`config.mk`:
```
export PLATFORM = sky130hd
export DESIGN_NAME = img_sequencer
export DESIGN_NICKNAME = d
export VERILOG_FILES = /design/src/rtl/display_pkg.sv /design/src/rtl/btn_debounce.sv /design/src/rtl/img_sequencer.sv
export SDC_FILE = /design/constraint.sdc
export NUM_CORES = 1
export LEC_CHECK = 0
export BUFFER_PORTS_ARGS = -buffer_cell sky130_fd_sc_hd__clkbuf_2
export CELL_PAD_IN_SITES_DETAIL_PLACEMENT = 2
export CELL_PAD_IN_SITES_GLOBAL_PLACEMENT = 2
export CORE_MARGIN = 3
export CORE_UTILIZATION = 36
export CTS_CLUSTER_SIZE = 20
export DETAILED_ROUTE_END_ITERATION = 10
export PLACE_DENSITY_LB_ADDON = 0.1
export SYNTH_ARGS = -nofsm -noshare
export SYNTH_HDL_FRONTEND = slang
export SYNTH_SLANG_ARGS = --single-unit
```
`constraint.sdc`:
```
create_clock -name pclk -period 2.6 [get_ports pclk]
set_input_delay 0.65 -clock pclk [delete_from_list [all_inputs] [get_ports pclk]]
set_output_delay 0.65 -clock pclk [all_outputs]
set_load 0.02 [all_outputs]
```
`src/rtl/display_pkg.sv`:
```
// Shared display-path constants: pixel clock, image count defaults
// and the key/vsync polarities used by the LCD driver and pattern path.
package display_pkg;

  localparam int PCLK_HZ = 70_000_000;
  localparam int DEF_NUM_IMG = 8;
  localparam int DEF_DEBOUNCE = PCLK_HZ / 100;
  localparam int DEF_AUTO_FRAMES = 120;
  localparam bit BTN_ACTIVE_LOW = 1'b1;
  localparam bit VS_ACTIVE_LOW = 1'b1;

  typedef enum logic [1:0] {
    DB_IDLE,
    DB_PRESS_CHK,
    DB_HELD,
    DB_REL_CHK
  } db_state_t;

  function automatic int img_w(input int n);
    return (n > 1) ? $clog2(n) : 1;
  endfunction

endpackage

```
`src/rtl/btn_debounce.sv`:
```
// Board key conditioner: 2-FF synchronizer and a press/release
// debounce FSM emitting a single press pulse per debounced press.
module btn_debounce
  import display_pkg::*;
#(
  parameter int CYCLES = DEF_DEBOUNCE,
  parameter bit ACTIVE_LOW = BTN_ACTIVE_LOW
) (
  input  logic clk,
  input  logic rst_n,
  input  logic btn,
  output logic press
);

  localparam int CW = (CYCLES > 1) ? $clog2(CYCLES) : 1;
  localparam logic [CW-1:0] CNT_MAX = CW'(CYCLES - 1);

  logic sync1;
  logic sync2;
  logic lvl;
  db_state_t state;
  db_state_t state_nxt;
  logic [CW-1:0] cnt;
  logic [CW-1:0] cnt_nxt;

  always_ff @(posedge clk) begin
    if (!rst_n) begin
      sync1 <= ACTIVE_LOW;
      sync2 <= ACTIVE_LOW;
      state <= DB_IDLE;
      cnt   <= '0;
    end else begin
      sync1 <= btn;
      sync2 <= sync1;
      state <= state_nxt;
      cnt   <= cnt_nxt;
    end
  end

  // lvl is 1 whenever the key is held, whatever the pin polarity
  assign lvl = sync2 ^ ACTIVE_LOW;

  always_comb begin
    state_nxt = state;
    cnt_nxt   = cnt;
    press     = 1'b0;
    unique case (state)
      DB_IDLE: begin
        if (lvl) begin
          state_nxt = DB_PRESS_CHK;
          cnt_nxt   = '0;
        end
      end
      DB_PRESS_CHK: begin
        if (!lvl) begin
          state_nxt = DB_IDLE;
        end else if (cnt == CNT_MAX) begin
          state_nxt = DB_HELD;
          press     = 1'b1;
        end else begin
          cnt_nxt = cnt + CW'(1);
        end
      end
      DB_HELD: begin
        if (!lvl) begin
          state_nxt = DB_REL_CHK;
          cnt_nxt   = '0;
        end
      end
      DB_REL_CHK: begin
        if (lvl) begin
          state_nxt = DB_HELD;
        end else if (cnt == CNT_MAX) begin
          state_nxt = DB_IDLE;
        end else begin
          cnt_nxt = cnt + CW'(1);
        end
      end
      default: state_nxt = DB_IDLE;
    endcase
  end

endmodule

```
`src/rtl/img_sequencer.sv`:
```
// Frame-synchronous image scheduler: key or auto advances are latched
// and applied only at the vsync frame start.
module img_sequencer
  import display_pkg::*;
#(
  parameter int NUM_IMG = DEF_NUM_IMG,
  parameter int IMG_W = img_w(NUM_IMG),
  parameter int DEBOUNCE_CYCLES = DEF_DEBOUNCE,
  parameter int AUTO_FRAMES = DEF_AUTO_FRAMES,
  parameter bit BTN_ACTIVE_LOW = display_pkg::BTN_ACTIVE_LOW,
  parameter bit VS_ACTIVE_LOW = display_pkg::VS_ACTIVE_LOW
) (
  input  logic             pclk,
  input  logic             rst_n,
  input  logic             btn_next_img,
  input  logic             auto_en,
  input  logic             vs,
  output logic [IMG_W-1:0] img_sel,
  output logic             img_changed,
  output logic             adv_pending,
  output logic [15:0]      frame_cnt
);

  localparam logic [IMG_W-1:0] IMG_LAST = IMG_W'(NUM_IMG - 1);
  localparam logic [15:0] AUTO_LAST = 16'(AUTO_FRAMES - 1);

  logic press;
  logic vs_a;
  logic vs_q;
  logic fs;
  logic tick;
  logic adv;
  logic [15:0] auto_cnt;

  btn_debounce #(
    .CYCLES(DEBOUNCE_CYCLES),
    .ACTIVE_LOW(BTN_ACTIVE_LOW)
  ) u_debounce (
    .clk(pclk),
    .rst_n(rst_n),
    .btn(btn_next_img),
    .press(press)
  );

  assign vs_a = vs ^ VS_ACTIVE_LOW;
  assign fs   = vs_a & ~vs_q;
  assign tick = fs & auto_en & (auto_cnt == AUTO_LAST);
  // press, pending and tick all merge into at most one advance per frame
  assign adv  = adv_pending | press | tick;

  always_ff @(posedge pclk) begin
    if (!rst_n) begin
      vs_q        <= 1'b0;
      img_sel     <= '0;
      img_changed <= 1'b0;
      adv_pending <= 1'b0;
      frame_cnt   <= '0;
      auto_cnt    <= '0;
    end else begin
      vs_q        <= vs_a;
      img_changed <= 1'b0;
      if (fs) begin
        frame_cnt   <= frame_cnt + 16'd1;
        adv_pending <= 1'b0;
        if (adv) begin
          img_sel     <= (img_sel == IMG_LAST) ? '0 : img_sel + IMG_W'(1);
          img_changed <= 1'b1;
        end
      end else if (press) begin
        adv_pending <= 1'b1;
      end
      if (!auto_en || (fs && adv)) begin
        auto_cnt <= '0;
      end else if (fs) begin
        auto_cnt <= auto_cnt + 16'd1;
      end
    end
  end

endmodule

```
Word level (Yosys, flattened, before mapping). Cells that the tools add are included.

Register bits after elaboration: 62. Latch bits: 0. RAM bits: 0. Memory bits (read-only): 0. Output and inout bits: 21. Logic and storage cells: 62. Memories: 0.

Add/subtract/negate cells: 4. Multipliers: 0. Divide/modulo/power cells: 0. Magnitude comparators: 0. Equality and inequality tests: 12. Shift-type cells: 0. Muxes and demuxes: 18. Bitwise operators: 8. Reduce and logical (&&, ||, !) cells: 10.

Operators with widths (count): 20-bit 2-to-1 mux (5); 20-bit one-hot mux with 4 select lines (1); 16-bit by 1-bit adder with 16-bit output, second input constant (2); 20-bit by 1-bit adder with 20-bit output, second input constant (1); 20-bit == test, second input constant (1); 16-bit by 7-bit == test with 1-bit output, second input constant (1); 2-bit 2-to-1 mux (6); 2-bit one-hot mux with 4 select lines (1); 4-bit AND reduction (2); 2-bit == test, second input constant (2); 1-bit 2-to-1 mux (4); 2-bit by 1-bit inequality test with 1-bit output, second input constant (2); 2-bit inequality test, second input constant (2); 2-bit AND reduction (2); 2-bit OR reduction (2); 3-bit by 1-bit adder with 3-bit output, second input constant (1); 1-bit bitwise AND (3); 3-bit == test, second input constant (1); 3-bit 2-to-1 mux (1); 3-bit by 1-bit inequality test with 1-bit output, second input constant (1); 3-bit inequality test, second input constant (1); 1-bit NOT (3); 2-bit by 1-bit == test with 1-bit output, second input constant (1); 2-bit logical NOT (1); other kinds (4) (5).

Depth between registers and ports, before layout.
Depth after elaboration: 9. Mapped depth: 7. Gate-level depth less buffers: 6.

Modules after synthesis. A second synthesis with hierarchy kept.

Cells, all modules: 332. Area total of the unflattened synthesis: 2902.8 um2.

Modules (own cells, without submodules): img_sequencer (instances 1, cells each 190, area each 1701.6 um2, seq. area each 760.7 um2); btn_debounce (instances 1, cells each 142, area each 1201.2 um2, seq. area each 480.5 um2).

Least setup slack after synthesis. Ideal clock, no wire load.

Kind: input port to flip-flop. From: in vs. To: reg auto_cnt[13]. Library setup time: 115 ps. Arrival time: 1843 ps. Slack: 642 ps. Cell stages on the path: 5. Path buffers: 0. Path through: or2_2 or4_4 nor3_1 xnor2_1 nor2_1.

Cells in the longest elaborated chain, start to end: 8.

Ends and longest elaborated chain: start: declaration (line img_sequencer.sv:17) `input logic vs,`; 1-bit NOT (no source line) *; 1-bit bitwise AND * (line img_sequencer.sv:46) `assign fs = vs_a & ~vs_q;`; 1-bit bitwise AND (2 in a row) (line img_sequencer.sv:47) `assign tick = fs & auto_en & (auto_cnt == AUTO_LAST);`; 1-bit bitwise OR (line img_sequencer.sv:49) `assign adv = adv_pending | press | tick;`; 1-bit logical AND (line img_sequencer.sv:72) `if (!auto_en || (fs && adv)) begin`; 1-bit logical OR (line img_sequencer.sv:72); 2-bit OR reduction (no source line); end signal: assignment (line img_sequencer.sv:75) `auto_cnt <= auto_cnt + 16'd1;`; end: declaration (line img_sequencer.sv:33) `logic [15:0] auto_cnt;`.

Mark *: on every way between the ends. The rest lies on a longest branch, timed or not. A chain may end at the register's enable or synchronous reset.

Final worst setup path.
From: reg u_debounce.cnt[0]. To: reg auto_cnt[3].

Cells in the longest elaborated chain, start to end: 9.

Ends and longest elaborated chain: start: declaration (line btn_debounce.sv:23) `logic [CW-1:0] cnt;`; start signal: assignment (line btn_debounce.sv:36) `cnt <= cnt_nxt;`; 20-bit == test (line btn_debounce.sv:57) `end else if (cnt == CNT_MAX) begin`; 1-bit 2-to-1 mux (line btn_debounce.sv:57); 1-bit 2-to-1 mux (line btn_debounce.sv:55) `if (!lvl) begin`; 1-bit 2-to-1 mux (line btn_debounce.sv:47) `unique case (state)`; 1-bit bitwise OR (2 in a row) (line img_sequencer.sv:49); 1-bit logical AND (line img_sequencer.sv:72); 1-bit logical OR (line img_sequencer.sv:72); 2-bit OR reduction (no source line).

No other way between the ends.

==> flow_summary.json <==
{
  "outcome": "finished, final reports clean",
  "dr_wl_met3_um": 141,
  "viasPerCell": 5.29,
  "first_iter_violations": 47,
  "fmax_mhz": 475,
  "hold_buffers": 0,
  "n_fill_cell": 910,
  "area_delta_synth_final_pct": 14.7,
  "synthFlopType": "dfxtp_1",
  "synth_nets": 344,
  "grt_pass1_vias": 2749,
  "setup_violations": 0,
  "start_kind": "flop",
  "yosys-top-cells-area": "dfxtp_1, xor2_1, xnor2_1",
  "startpoint": "u_debounce.cnt[0]",
  "cts.sinks": 62,
  "met2_length_um": 3780,
  "root_buffer": "clkbuf_8",
  "syn-cell-area_um2": 2940,
  "cp_cell_sequence": "ha_1 -> nand4_2 -> nor4_4 -> nand4_4 -> o21bai_2 -> buf_4 -> a21oi_1",
  "layout-drive-gt1-share": 0.143,
  "dp_hpwl_um": 5490,
  "die_y_um": 96.3,
  "min_period_ps": 2110,
  "synth_edf_count": 0,
  "cap_violations": 0,
  "ir_drop_mv": 0.206,
  "setup_tns_ps": 0,
  "antenna_found_initial": 0,
  "slew_headroom": 0.471,
  "r2r-start": "u_debounce.cnt[0]",
  "cts_max_path_buffers": 2,
  "rows": 32,
  "cts_resized": 0,
  "routed.top_layer": "met4",
  "antenna_left": 0,
  "die_x_um": 96.3,
  "core_um2": 7810,
  "clock_latency_ps": 340,
  "cts_setup_buffers": 0,
  "cts.clk_slew.worst_paths_ps": 70,
  "slowest_stage": "nor4_4",
  "firstDrtPassIters": 4,
  "synth_top_area_cell": "dfxtp_1",
  "yosysSeqAreaShare": 0.422,
  "yosys-top-cells-count": "dfxtp_1, nand2_1, nor2_1",
  "yosys.area.top_type_share": 0.422,
  "ys_types": 48,
  "slew_viol_final": 0,
  "worst_ep_arrival_time_ps": 2330,
  "critPathKind": "flop to flop",
  "place_area_um2": 3190,
  "wl_per_cell_um": 16.1,
  "wl_met1_um": 3560,
  "place.gp.congestion": 0.745,
  "ys_seq_elements": 62,
  "skew_ps": 5.90,
  "hold_class": "flop to flop",
  "synthCells": 334,
  "cp_max_fo": 13,
  "end_kind": "flop",
  "route.detailed.drc": 0,
  "hold_violations": 0,
  "ys_async_sr_fraction": 0,
  "min_period_over_period": 0.810,
  "dieArea_um2": 9280,
  "overflow": 0,
  "rsz0062_at_grt": "no",
  "io_pins": 26,
  "required_ps": 2820,
  "diodes": 0,
  "cts_tree": "done",
  "initial_core_util": 0.376,
  "ctsHtreeMaxLevel": 3,
  "grt_max_degree": 29,
  "track_usage": 0.181,
  "dr_total_vias": 2498,
  "grt_pass1_wl_um": 13100,
  "critPathMaxStageDelay_ps": 490,
  "layout.nets": 375,
  "leakage_uw": 0.00131,
  "hold_path.startpoint": "u_debounce.sync1",
  "port_buffers": 25,
  "design_area_um2": 3370,
  "wirelength_um": 7590,
  "p_per_area_nw_per_um2": 552,
  "cts_made_buffers": 9,
  "tightest_slew_ps": 789,
  "syn_avg_cell_area_um2": 8.80,
  "synth.most_common_cell": "dfxtp_1",
  "yosysWarnings": 0,
  "whs_ps": 475
}
-- where the power goes --
part | internal (uW) | switching [uW]
clock | 437 | 386
combinational | 26.0 | 46.7
sequential | 956 | 7.49
total | 1420 | 440
-- state kept, by name (all words and copies together) (netlist names), named ones only --
signal and flops:
auto_cnt 16, img_changed 1, vs_q 1, adv_pending 1
u_debounce.state 1, frame_cnt 16, img_sel 3, u_debounce.cnt 20
u_debounce.sync2 1, u_debounce.sync1 1
-- cell families after synthesis --
family / count (synthesis) / synth area share
muxes: 8 / 0.0273
AOI/OAI and AO/OA: 40 / 0.0873
xor gates and xnor gates: 34 / 0.101
and+or+nand+nor: 167 / 0.315
buffers and inverters: 18 / 0.0251
adders and majority gates: 5 / 0.0213
DFF: 62 / 0.422
-- metrics by stage --
step	power [uW]	utilization	setup WS, ps	instances
after floorplan	1030	-	642	334
after global placement	1060	0.408	494	456
after CTS	1880	0.432	471	472
after detailed placement	1060	0.408	409	456
final	1860	0.432	494	472
after global routing	1930	0.432	326	472
-- worst paths after layout --
kind                      endpoint  slack, ps  depth (start not counted)
setup / recovery       auto_cnt[3]        490                          7
hold reg to reg   u_debounce.sync2        470                          1
hold / removal    u_debounce.sync2        470                          1
setup reg to reg       auto_cnt[3]        490                          7
-- critical path, delay by kind of cell, from the launching register on --
| family | cells | cell delay, ps |
|---|---|---|
| buffers and inverters | 1 | 210 |
| AND/OR/NAND/NOR | 3 | 890 |
| flip-flops | 1 | 410 |
| AO/OA/AOI/OAI | 2 | 220 |
| adder cells (fa/ha/maj) | 1 | 260 |
-- routing by layer --
layer  global-route usage  vias up
li1                     -     1232
met1                0.226     1236
met2                0.309       20
met3               0.0289       10
met4               0.0736        0
met5                    0        -
-- cell usage in the layout (no fill, tap or decap), types with 2 or more instances in the layout --
cell type  count
and4_1         6
clkbuf_8       9
a21boi_0       5
a31oi_1        3
and3_1         6
o21a_1         2
nor3_1         9
clkbuf_1       2
nand2_1       36
inv_1          7
dfxtp_1       62
nor2b_1        3
nor2_1        31
o21ai_0       10
clkbuf_2      25
nand3b_1       3
clkinv_2       4
or3_1          8
xnor2_1       16
ha_1           5
nand4_1        9
mux2i_1        8
and2_1        16
nor4b_1        3
a21oi_1       10
xor2_1        18
a31o_2         2
buf_4          6
nand3_1       19
nor4_1         3
nand2b_1       5
-- area by class of cell --
cell class	instances	area, um^2	share of cell area
Multi-Input combinational cell	254	1620	0.482
Sequential cell	62	1240	0.368
Timing Repair Buffer	31	170	0.0505
Clock buffer	11	131	0.0390
Tap cell	102	128	0.0379
Clock inverter	5	50.0	0.0149
Inverter	7	26.3	0.00780
(Power assumes the default switching activity.)
